--- src/rtl/dfr_step_if.sv ---
// Step request bus between the phase sequencer and the reservoir datapath.
// The master side issues step requests and the slave side accepts them.
interface dfr_step_if #(
  parameter int CNT_WIDTH = 32
);
  logic                 step_valid;
  logic                 step_ready;
  logic [1:0]           phase;
  logic [CNT_WIDTH-1:0] sample_addr;
  logic                 first_step;
  logic                 last_step;

  modport master (
    output step_valid,
    output phase,
    output sample_addr,
    output first_step,
    output last_step,
    input  step_ready
  );

  modport slave (
    input  step_valid,
    input  phase,
    input  sample_addr,
    input  first_step,
    input  last_step,
    output step_ready
  );
endinterface

--- src/rtl/dfr_phase_sequencer.sv ---
// Runs the reservoir through its INIT, TRAIN and TEST phases, issuing one step
// request per time-step together with the global sample address of that step.
module dfr_phase_sequencer #(
  parameter int CNT_WIDTH = 32
) (
  input  logic                 clk,
  input  logic                 rst,
  input  logic                 start,
  input  logic [CNT_WIDTH-1:0] num_init_samples,
  input  logic [CNT_WIDTH-1:0] num_init_steps,
  input  logic [CNT_WIDTH-1:0] num_train_samples,
  input  logic [CNT_WIDTH-1:0] num_train_steps,
  input  logic [CNT_WIDTH-1:0] num_test_samples,
  input  logic [CNT_WIDTH-1:0] num_test_steps,
  input  logic [CNT_WIDTH-1:0] num_steps_per_sample,
  dfr_step_if.master           step_bus,
  output logic                 busy,
  output logic                 done
);

  localparam logic [CNT_WIDTH-1:0] ONE = CNT_WIDTH'(1);

  typedef enum logic [2:0] {
    ST_IDLE,
    ST_INIT,
    ST_TRAIN,
    ST_TEST,
    ST_DONE
  } state_t;

  state_t state_reg, state_next;

  // Index 0 = INIT, 1 = TRAIN, 2 = TEST throughout.
  logic [2:0][CNT_WIDTH-1:0] samples_in, steps_in;
  logic [2:0][CNT_WIDTH-1:0] samples_reg, steps_reg;
  logic [CNT_WIDTH-1:0]      sps_reg;
  logic [2:0]                empty_in, empty_reg;

  logic [CNT_WIDTH-1:0] step_in_sample_reg;
  logic [CNT_WIDTH-1:0] sample_cnt_reg;
  logic [CNT_WIDTH-1:0] total_steps_reg;

  logic                 in_phase;
  logic [1:0]           cur_idx;
  logic [CNT_WIDTH-1:0] cur_samples, cur_steps, phase_base;
  logic                 start_accept, accept, last_in_sample, phase_end;

  assign samples_in = {num_test_samples, num_train_samples, num_init_samples};
  assign steps_in   = {num_test_steps, num_train_steps, num_init_steps};

  genvar gi;
  generate
    for (gi = 0; gi < 3; gi++) begin : g_phase
      assign empty_in[gi]  = (samples_in[gi] == '0) || (steps_in[gi] == '0);
      assign empty_reg[gi] = (samples_reg[gi] == '0) || (steps_reg[gi] == '0);
    end
  endgenerate

  function automatic state_t idx_to_state(input int idx);
    case (idx)
      0:       return ST_INIT;
      1:       return ST_TRAIN;
      2:       return ST_TEST;
      default: return ST_DONE;
    endcase
  endfunction

  // First non-empty phase at or after index 'from'; DONE if none remain.
  function automatic state_t pick_phase(input logic [2:0] empty, input int from);
    state_t s;
    s = ST_DONE;
    for (int i = 2; i >= 0; i--) begin
      if (i >= from && !empty[i]) s = idx_to_state(i);
    end
    return s;
  endfunction

  always_comb begin
    in_phase = 1'b0;
    cur_idx  = 2'd0;
    case (state_reg)
      ST_INIT:  begin in_phase = 1'b1; cur_idx = 2'd0; end
      ST_TRAIN: begin in_phase = 1'b1; cur_idx = 2'd1; end
      ST_TEST:  begin in_phase = 1'b1; cur_idx = 2'd2; end
      default:  begin in_phase = 1'b0; cur_idx = 2'd0; end
    endcase
  end

  assign cur_samples    = samples_reg[cur_idx];
  assign cur_steps      = steps_reg[cur_idx];
  assign start_accept   = (state_reg == ST_IDLE) && start;
  assign accept         = in_phase && step_bus.step_ready;
  assign last_in_sample = (step_in_sample_reg == sps_reg - ONE);
  assign phase_end      = accept &&
                          ((total_steps_reg + ONE == cur_steps) ||
                           (last_in_sample && (sample_cnt_reg == cur_samples - ONE)));

  // Bases use the latched counts even when an earlier phase was skipped.
  always_comb begin
    phase_base = '0;
    case (cur_idx)
      2'd1:    phase_base = samples_reg[0];
      2'd2:    phase_base = samples_reg[0] + samples_reg[1];
      default: phase_base = '0;
    endcase
  end

  always_comb begin
    state_next           = state_reg;
    step_bus.step_valid  = in_phase;
    step_bus.phase       = in_phase ? cur_idx + 2'd1 : 2'd0;
    step_bus.sample_addr = in_phase ? phase_base + sample_cnt_reg : '0;
    step_bus.first_step  = in_phase && (step_in_sample_reg == '0);
    step_bus.last_step   = in_phase && last_in_sample;
    busy                 = (state_reg != ST_IDLE);
    done                 = (state_reg == ST_DONE);
    case (state_reg)
      ST_IDLE:  if (start) state_next = pick_phase(empty_in, 0);
      ST_INIT, ST_TRAIN, ST_TEST:
                if (phase_end) state_next = pick_phase(empty_reg, int'(cur_idx) + 1);
      ST_DONE:  state_next = ST_IDLE;
      default:  state_next = ST_IDLE;
    endcase
  end

  always_ff @(posedge clk) begin
    if (rst) begin
      state_reg   <= ST_IDLE;
      samples_reg <= '0;
      steps_reg   <= '0;
      sps_reg     <= ONE;
    end else begin
      state_reg <= state_next;
      if (start_accept) begin
        samples_reg <= samples_in;
        steps_reg   <= steps_in;
        sps_reg     <= (num_steps_per_sample == '0) ? ONE : num_steps_per_sample;
      end
    end
  end

  // Any state change clears the counters, so every phase starts from zero.
  always_ff @(posedge clk) begin
    if (rst || (state_next != state_reg)) begin
      step_in_sample_reg <= '0;
      sample_cnt_reg     <= '0;
      total_steps_reg    <= '0;
    end else if (accept) begin
      total_steps_reg <= total_steps_reg + ONE;
      if (last_in_sample) begin
        step_in_sample_reg <= '0;
        sample_cnt_reg     <= sample_cnt_reg + ONE;
      end else begin
        step_in_sample_reg <= step_in_sample_reg + ONE;
      end
    end
  end

endmodule

--- src/flat_wrapper.sv ---
// flat-port wrapper written by rule: the top's interface ports become plain ports
module dfr_phase_sequencer_flat 
#(
  parameter int CNT_WIDTH = 32
)
  (clk, rst, start, num_init_samples, num_init_steps, num_train_samples, num_train_steps, num_test_samples, num_test_steps, num_steps_per_sample, busy, done, step_bus_step_valid, step_bus_phase, step_bus_sample_addr, step_bus_first_step, step_bus_last_step, step_bus_step_ready);
  dfr_step_if #(.CNT_WIDTH(CNT_WIDTH)) step_bus_i ();
  input  logic clk;
  input  logic rst;
  input  logic start;
  input  logic [CNT_WIDTH-1:0] num_init_samples;
  input  logic [CNT_WIDTH-1:0] num_init_steps;
  input  logic [CNT_WIDTH-1:0] num_train_samples;
  input  logic [CNT_WIDTH-1:0] num_train_steps;
  input  logic [CNT_WIDTH-1:0] num_test_samples;
  input  logic [CNT_WIDTH-1:0] num_test_steps;
  input  logic [CNT_WIDTH-1:0] num_steps_per_sample;
  output logic busy;
  output logic done;
  output wire logic [$bits(step_bus_i.step_valid)-1:0] step_bus_step_valid;
  output wire logic [$bits(step_bus_i.phase)-1:0] step_bus_phase;
  output wire logic [$bits(step_bus_i.sample_addr)-1:0] step_bus_sample_addr;
  output wire logic [$bits(step_bus_i.first_step)-1:0] step_bus_first_step;
  output wire logic [$bits(step_bus_i.last_step)-1:0] step_bus_last_step;
  input wire logic [$bits(step_bus_i.step_ready)-1:0] step_bus_step_ready;
  assign step_bus_step_valid = step_bus_i.step_valid;
  assign step_bus_phase = step_bus_i.phase;
  assign step_bus_sample_addr = step_bus_i.sample_addr;
  assign step_bus_first_step = step_bus_i.first_step;
  assign step_bus_last_step = step_bus_i.last_step;
  assign step_bus_i.step_ready = step_bus_step_ready;
  dfr_phase_sequencer #(.CNT_WIDTH(CNT_WIDTH)) u_core (.clk(clk), .rst(rst), .start(start), .num_init_samples(num_init_samples), .num_init_steps(num_init_steps), .num_train_samples(num_train_samples), .num_train_steps(num_train_steps), .num_test_samples(num_test_samples), .num_test_steps(num_test_steps), .num_steps_per_sample(num_steps_per_sample), .step_bus(step_bus_i), .busy(busy), .done(done));
endmodule
--- config.mk ---
export PLATFORM = sky130hd
export DESIGN_NAME = dfr_phase_sequencer_flat
export DESIGN_NICKNAME = d
export VERILOG_FILES = /design/src/rtl/dfr_step_if.sv /design/src/rtl/dfr_phase_sequencer.sv /design/src/flat_wrapper.sv
export SDC_FILE = /design/constraint.sdc
export NUM_CORES = 1
export LEC_CHECK = 0
export BUFFER_PORTS_ARGS = -buffer_cell sky130_fd_sc_hd__buf_2
export CORE_ASPECT_RATIO = 1.4
export CORE_UTILIZATION = 40
export DETAILED_ROUTE_END_ITERATION = 8
export MAX_ROUTING_LAYER = met4
export SYNTH_ARGS = -nofsm -noshare
export SYNTH_HDL_FRONTEND = slang
export SYNTH_SLANG_ARGS = --single-unit
export TNS_END_PERCENT = 20
--- constraint.sdc ---
create_clock -name clk -period 8.1 [get_ports clk]
set_input_delay 0.405 -clock clk [delete_from_list [all_inputs] [get_ports clk]]
set_output_delay 0.405 -clock clk [all_outputs]
set_load 0.1 [all_outputs]
# Yosys cells after proc, flatten, opt, wreduce, memory -nomap -nowiden
# Cells that the tools add are included.
[word_totals] register_bits=323 input_bits=228 output_inout_bits=39 wordCells=92
[classes] add_sub_neg=9 order_cmp=4 eq_ne=10 muxes=20 reduce_logical=38
[ops] cell="logical NOT 32 bit" count=14
[ops] cell="2-to-1 mux 32 bit" count=5
[ops] cell="binary-select mux 32 bit (select 2 bit)" count=2
[ops] cell="adder 32 x 1 -> 32 bit, second input constant" count=3
[ops] cell="== test 32 bit" count=3
[ops] cell="adder 32 bit" count=2
[ops] cell="one-hot mux 32 bit (2 select lines)" count=1
[ops] cell="subtractor 32 x 1 -> 32 bit, second input constant" count=2
[ops] cell=">= comparator 1 x 32 -> 1 bit, first input constant" count=1
[ops] cell=">= comparator 2 x 32 -> 1 bit, first input constant" count=1
[ops] cell=">= comparator 3 x 32 -> 1 bit, first input constant" count=1
[ops] cell="2-to-1 mux 3 bit" count=8
[ops] cell="logical AND 1 bit" count=9
[ops] cell="logical OR 1 bit" count=8
[ops] cell="== test 3 x 2 -> 1 bit, second input constant" count=2
[ops] cell="one-hot mux 3 bit (2 select lines)" count=1
[ops] cell="one-hot mux 2 bit (2 select lines)" count=1
[ops] cell="adder 2 x 1 -> 3 bit, second input constant" count=1
[ops] cell="== test 3 x 1 -> 1 bit, second input constant" count=1
[ops] cell="== test 3 bit, second input constant" count=1
[ops] cell="logical NOT 1 bit" count=3
[ops] cell="logical NOT 3 bit" count=1
[ops] cell="less-than comparator 2 x 3 -> 1 bit, second input constant" count=1
[ops] cell="inequality test 3 bit" count=1
[ops] cell="other kinds (8)" count=8

# Logic depth before layout (Yosys ltp)
# Gate-level depths: netlist of run 1.
[logic_depth] depth_word=13 ltp_mapped=27 mapped_depth_nobuf=24

# Worst setup path after synthesis of run 1
# No wires, ideal clock.
[synth_timing] path_type="register -> output" from="register u_core.state_reg[1]" to="output port step_bus_sample_addr[24]" t_arrival_ns=7.264 t_required_ns=7.695 slack_ns=0.431 stages_incl_launch_ff=23 path_buffers=8 path_cell_list="dfxtp_1 > buf_2 > nor3b_2 > buf_2 > buf_4 > buf_2 > buf_2 > buf_2 > ha_1 > clkbuf_1 > clkbuf_1 > nor2_1 > ha_1 > fa_1 > a21o_1 > a21o_1 > nand2_1 > a311oi_1 > o31ai_1 > a21oi_1 > o41ai_1 > o21ai_0 > a211oi_1"
[synth_between] elab_chain_len=6 word_cells_on_any_way=11 cone_classes="add/sub: 1; eq/ne: 5; mux: 4; reduce/logical: 1"
[synth_rtl] element="start: declaration" line="dfr_phase_sequencer.sv:31" rtl="state_t state_reg, state_next;"
[synth_rtl] element="start signal: assignment" line="dfr_phase_sequencer.sv:133" rtl="state_reg <= state_next;"
[synth_rtl] element="== test 3 x 2 -> 1 bit, on equally long branches"
[synth_rtl] element="one-hot mux 2 bit (2 select lines)" line="dfr_phase_sequencer.sv:81" rtl="case (state_reg)"
[synth_rtl] element="== test 2 bit or == test 2 x 1 -> 1 bit (tied branches)" line="dfr_phase_sequencer.sv:101" rtl="case (cur_idx)"
[synth_rtl] element="one-hot mux 32 bit (2 select lines)" line="dfr_phase_sequencer.sv:101"
[synth_rtl] element="adder 32 bit" line="dfr_phase_sequencer.sv:112" rtl="step_bus.sample_addr = in_phase ? phase_base + sample_cnt_reg : '0;"
[synth_rtl] element="2-to-1 mux 32 bit (*)" line="dfr_phase_sequencer.sv:112"
[synth_rtl] element="end: declaration" line="flat_wrapper.sv:22" rtl="output wire logic [$bits(step_bus_i.sample_addr)-1:0] step_bus_sample_addr;"
# Mark *: on every way between the ends. The rest lies on a longest branch, timed or not.

# Worst setup path after layout of run 1
[layout_timing] from="register u_core.state_reg[1]" to="output port step_bus_sample_addr[30]"
# Same word-level chain as after synthesis.

==> metrics.yaml, run 1 <==
timing:
  tns_ps: 0
  fin_crit_sh_pct: 91.5
  rsz0062_at_grt: "no"
  period_needed_ps: 7410
  timing.fmax_mhz: 135
  skew_ps: 21.0
  slew_headroom_pct: 30.4
  tightestPinTransition_ps: 1040
  fin_ws_ps: 691
  setup_viol: 0
  drv_slew: 0
  finalHoldViolCount: 0
power_and_ir_drop:
  p_int_uw: 2910
  p_switching_uw: 1250
  power_density_nw_per_um2: 169
  pwr-share-clk_pct: 41.2
  ir_worst_vdd_mv: 0.129
  pwr-share-comb_pct: 16.5
  seqPwrFrac_pct: 42.3
  netSwitchingFraction_pct: 30.0
  leakage_uw: 0.00942
routing:
  via_count: 22500
  route.detailed.drc: 0
  drtAntennaViolNets: 0
  drt-wirelength-per-cell_um: 21.1
  avgViaCountPerCell: 5.76
  routed_wl_mm: 82.5
  drt_pass1_iterations: 5
  first_iter_violations: 1734
placement:
  io_buffer_count: 266
  dp_hpwl_mm: 64.5
  placed_cells: 3844
  place_congestion: 1.05
  dp_slack_ps: 1190
global_routing:
  met2_usage_pct: 51.4
  grt_util_met3_pct: 3.23
  track_usage_pct: 30.4
  grt_max_degree: 175
  first_global_vias: 21400
  grt_use_met1_pct: 34.6
  grt_overflow_total: 0
  busiest_layer: "met2"
  antenna_found_initial: 1
  grt_pass1_wl_mm: 125
worst_setup_path:
  worstPathCellList: "nor3b_4, inv_2, buf_4, ha_1, a22oi_1, nor2_1, ha_1, fa_1, a21o_1, a21o_1, nand2_1, a311oi_1, o31ai_1, a21oi_1, o41ai_1, o21ai_0, o41ai_1, o21ai_0, xnor2_1, nor2_1, buf_2"
  worst-path-buf-inv: 3
  worst_ep_arrival_time_ps: 7000
  crit_slowest_cell: "o41ai_1"
  crit_family: "compound AO/OA/AOI/OAI gates"
  crit_path_start_kind: "flop"
  required_ps: 7700
  crit_path_max_fanout: 41
  end_kind: "output pin"
  crit_type: "flop to output pin"
  cp_slowest_stage_delay_ps: 600
floorplanning:
  dieArea_um2: 55300
  ios: 267
  initial_utilization_pct: 40.7
  core_um2: 53400
  dieHeight_um: 278
  num_rows: 100
  die_w_um: 199
run:
  drv_cap: 0
clocking:
  h-tree-depth: 2
  cts_setup_buffers: 0
  cts-resized-gates: 0
  clockRootBuffer: "clkbuf_16"
  cts-hold-fix-buffers: 0
  cts_buffers: 36
  cts_tree: "built"
  cts_sinks: 323
  clk_latency_ps: 570
  clock_path_buffers: 3
  path_clk_slew_ps: 70
logic_synthesis:
  yosysWarnings: 0
  synth_fp_nets: 3312
  ys_seq_elements: 323
  syn_area_um2: 21700
  yosys_most_used_dff: "dfxtp_1"
  synth_cells: 3011
  netlist_top_cells_count: "nand2_1, dfxtp_1, a21oi_1, nor2_1, xnor2_1"
  synth_edf_count: 0
  synth.avg_cell_area_um2: 7.22
  yosysSeqAreaShare_pct: 29.8
  ys_async_sr_fraction_pct: 0
  synth.most_common_cell: "nand2_1"
  ys_types: 88
  synth_top_cell_by_area: "dfxtp_1"
  synth.top_cells.by_area: "dfxtp_1, nand2_1, a21oi_1"
  synth_top_cell_area_share_pct: 29.8
hold_path:
  hp-class: "input pin to flop"
final_layout:
  syn2layout_area_growth_pct: 13.5
  drive_above_1_share_pct: 12.0
  fillCellCount: 5584
  finalNonFillerCells: 3909
  fin_nets: 3469
run_status:
  outcome: "complete, no violations"
==> power by group through the flow <==
stage | Clock (uW) | Sequential (uW) | Combinational [uW]
after floorplan | 0 | 1740 | 462
after global placement | 0 | 1790 | 671
after detailed placement | 0 | 1790 | 678
after CTS | 1750 | 1760 | 681
after global routing | 1810 | 1770 | 752
final | 1720 | 1760 | 685
==> metrics by stage <==
step / power, uW / hold WS [ps] / area (um^2) / util, %
finish: 4160 / 81.9 / 24700 / 46.2
global route: 4330 / 81.7 / 24700 / 46.2
CTS: 4190 / 62.9 / 24700 / 46.2
detailed placement: 2470 / 446 / 23500 / 43.9
global placement: 2460 / 441 / 23500 / 43.9
floorplan: 2200 / 434 / 21700 / -
==> worst register-to-register path, stage by stage, from the launching register on <==
cell and delay (ps):
dfxtp_1 580, nor2b_1 350, nand2_1 170, ha_1 280, and4bb_4 600, a21oi_1 90, a21oi_1 220, ha_1 220
o311ai_1 160, or3_1 570, nor3_1 310, mux2i_1 130, or3b_1 390, or4_1 570, o41ai_2 490, mux2i_1 420
mux2i_4 280, buf_4 760, nor2_1 200
==> routing by layer <==
metal / part of all wire (%) / vias up
met1: 40 / 10700
met5: 0 / -
met2: 49 / 743
met4: 6.2 / 0
li1: - / 10900
met3: 4.8 / 178
==> cells by family (layout without fill, tap and decap cells) <==
kind of cell | after synthesis | count (layout) | synth area share, %
buf+inv | 203 | 386 | 3.82
simple gates | 1437 | 1437 | 30.5
fa+ha+maj | 73 | 73 | 4.27
compound gates | 634 | 634 | 17.1
xor+xnor | 265 | 265 | 10.9
flops | 323 | 323 | 29.8
other cells | 0 | 1 | 0
mux | 76 | 76 | 3.60
==> worst paths after layout <==
kind / start / endpoint / slack, ps / cells after the start
max reg2reg: u_core.state_reg[1]$_SDFF_PP0_ / u_core.sample_cnt_reg[5]$_SDFFE_PP0P_ / 1130 / 18
min reg2reg: u_core.steps_reg[29]$_SDFFE_PP0P_ / u_core.steps_reg[29]$_SDFFE_PP0P_ / 450 / 2
max: u_core.state_reg[1]$_SDFF_PP0_ / step_bus_sample_addr[30] / 690 / 21
min: num_init_samples[20] / u_core.samples_reg[20]$_SDFFE_PP0P_ / 80 / 3
==> cells in the final DEF, fill, tap and decap left out, types with 12 or more instances in the layout <==
cell and count:
a211oi_1 20, a21o_1 23, a21oi_1 322, a22oi_1 27, a31oi_1 15, and2_1 15, and3_1 30, and4_1 15
buf_2 265, buf_4 17, clkbuf_16 36, dfxtp_1 323, ha_1 71, inv_1 36, mux2i_1 67, nand2_1 641
nand2b_1 16, nand3_1 70, nand4_1 55, nor2_1 294, nor2b_1 17, nor3_1 81, nor4_1 107, o21ai_0 116
o21bai_1 16, or2_2 13, or3_1 24, or4_1 12, xnor2_1 160, xor2_1 101
==> layout make-up <==
class                      count  area, um^2  area share (%)
timing repair buffer         284        1490            6.02
antenna                        1        2.50          0.0101
tap                          714         893            3.62
multi-input combinational   2485       14500            58.6
clock buffer                  51        1050            4.24
clock inverter                13         173           0.700
inverter                      38         143           0.578
sequential                   323        6470            26.2
Note: power is estimated with default switching activity, not from simulation.
==> inputs of run 2 (changes only) <==
--- a/config.mk
+++ b/config.mk
@@ -12,2 +12,3 @@
 export MAX_ROUTING_LAYER = met4
+export SKIP_CTS_REPAIR_TIMING = 1
 export SYNTH_ARGS = -nofsm -noshare
==> constraint.sdc (replaced) <==
create_clock -name clk -period 8.1 [get_ports clk]
set_input_delay 0.81 -clock clk [delete_from_list [all_inputs] [get_ports clk]]
set_output_delay 0.81 -clock clk [all_outputs]
set_load 0.1 [all_outputs]
==> run 2 against run 1 <==
Critical path depth shrank 2. Maximum frequency grew 0.21%. Highest routed layer unchanged. Design area is essentially flat. Routed wire length up 3.2%. Largest cell class unchanged. Register-to-register slack better by 50 ps. Power shrank 1.0%.
==> metrics.yaml, run 2 (same netlist as run 1, synthesis figures left out) <==
clocking:
  h-tree-depth: 2
  clk_latency_ps: 560
  clock_path_buffers: 3
  path_clk_slew_ps: 60
  cts_sinks: 323
  clockRootBuffer: "clkbuf_16"
  cts_tree: "built"
  cts_buffers: 36
final_layout:
  final_cell_mix: "nand2_1, dfxtp_1, a21oi_1"
  fin_nets: 3469
  syn2layout_area_growth_pct: 13.5
  drive_above_1_share_pct: 11.9
  fillCellCount: 5570
  finalNonFillerCells: 3910
  final_common_cell: "nand2_1"
  final_util_pct: 46.2
placement:
  io_buffer_count: 266
  place_congestion: 0.995
  dp_hpwl_mm: 66.7
  placed_cells: 3844
hold_path:
  hp-class: "flop to flop"
  holdPathStages: 2
global_routing:
  grt_max_degree: 191
  first_global_vias: 21200
  grt_pass1_wl_mm: 127
  grt_overflow_total: 0
  antenna_found_initial: 0
  track_usage_pct: 31.3
worst_setup_path:
  crit_type: "flop to output pin"
  end_kind: "output pin"
  worst_ep_arrival_time_ps: 6580
  crit_path_max_fanout: 14
  reg2regPathDepth: 19
  crit_path_start_kind: "flop"
  required_ps: 7290
floorplanning:
  initial_utilization_pct: 40.7
  core_um2: 53400
  dieHeight_um: 278
  ios: 267
  num_rows: 100
  die_w_um: 199
  dieArea_um2: 55300
timing:
  skew_ps: 16.4
  setup_viol: 0
  rsz0062_at_grt: "no"
  tightestPinTransition_ps: 1120
  tns_ps: 0
  fin_crit_sh_pct: 91.3
  timing.fmax_mhz: 135
  drv_slew: 0
  finalHoldViolCount: 0
  slew_headroom_pct: 25.5
  period_needed_ps: 7390
run:
  drv_cap: 0
power_and_ir_drop:
  leakage_uw: 0.00940
  power_density_nw_per_um2: 167
  ir_worst_vdd_mv: 0.144
routing:
  routed_wl_mm: 85.2
  drt-wirelength-per-cell_um: 21.8
  drtAntennaViolNets: 0
  via_count: 22400
  route.detailed.drc: 0
  drt_pass1_iterations: 5
  avgViaCountPerCell: 5.72
  first_iter_violations: 1489
run_status:
  outcome: "complete, no violations"
run 2: cell count changes in the layout (fill, tap and decap cells not counted):
cell | before | now
clkbuf_8 | 9 | 8
clkinv_8 | 0 | 1
bufinv_16 | 3 | 1
clkinv_2 | 7 | 4
buf_2 | 265 | 264
clkinv_16 | 1 | 0
buf_4 | 17 | 16
clkinvlp_4 | 0 | 2
buf_12 | 1 | 3
clkbuf_1 | 6 | 10
inv_6 | 2 | 1
clkbuf_16 | 36 | 38
run 2: worst max-delay path, stage by stage, from the launching register on:
cell	delay, ps
dfxtp_1	580
nor2b_1	380
nand2_1	180
ha_1	650
nor2_1	110
ha_1	240
fa_1	420
a21o_1	180
a21o_1	180
nand2_1	160
a311oi_1	140
o31ai_1	540
a21oi_1	220
o41ai_1	620
o21ai_0	270
o41ai_1	390
o21bai_1	130
xnor2_1	140
nor2_1	90
buf_2	430
run 2: per-layer routing:
layer,share of wire [%],GRT usage (%),vias up
met5,0,-,-
li1,-,-,10900
met2,49,52.2,677
met4,7.1,19.5,0
met3,4.4,3.22,183
met1,40,35.5,10600
run 2: area by class of cell:
| type | instances | area, um^2 | area share, % |
|---|---|---|---|
| Antenna cell | 1 | 2.50 | 0.0101 |
| Clock buffer | 56 | 1100 | 4.45 |
| Clock inverter | 9 | 90.1 | 0.365 |
| Inverter | 38 | 143 | 0.578 |
| Multi-Input combinational cell | 2485 | 14500 | 58.6 |
| Sequential cell | 323 | 6470 | 26.2 |
| Tap cell | 714 | 893 | 3.62 |
| Timing Repair Buffer | 284 | 1510 | 6.13 |
run 2: worst paths after layout:
kind	from	to	slack, ps
setup reg to reg	u_core.state_reg[1]$_SDFF_PP0_	u_core.total_steps_reg[6]$_SDFFE_PP0P_	1180
hold / removal	u_core.steps_reg[1]$_SDFFE_PP0P_	u_core.steps_reg[1]$_SDFFE_PP0P_	450
hold reg to reg	u_core.steps_reg[1]$_SDFFE_PP0P_	u_core.steps_reg[1]$_SDFFE_PP0P_	450
setup / recovery	u_core.state_reg[1]$_SDFF_PP0_	step_bus_sample_addr[28]	710
run 2: stage by stage:
step	cell area, um^2	setup slack, ps	hold WS, ps	total power [uW]
final	24700	707	453	4120
after global routing	24700	122	469	4290
after CTS	24700	756	456	4150
after detailed placement	23500	1280	447	2480
after global placement	23500	1460	440	2470
after floorplan	21700	25.8	434	2200
run 2: report_power, final:
| part | total (uW) | switching [uW] | internal (uW) |
|---|---|---|---|
| logic | 693 | 440 | 253 |
| clock network | 1660 | 695 | 969 |
| registers | 1760 | 104 | 1660 |
| total | 4120 | 1240 | 2880 |
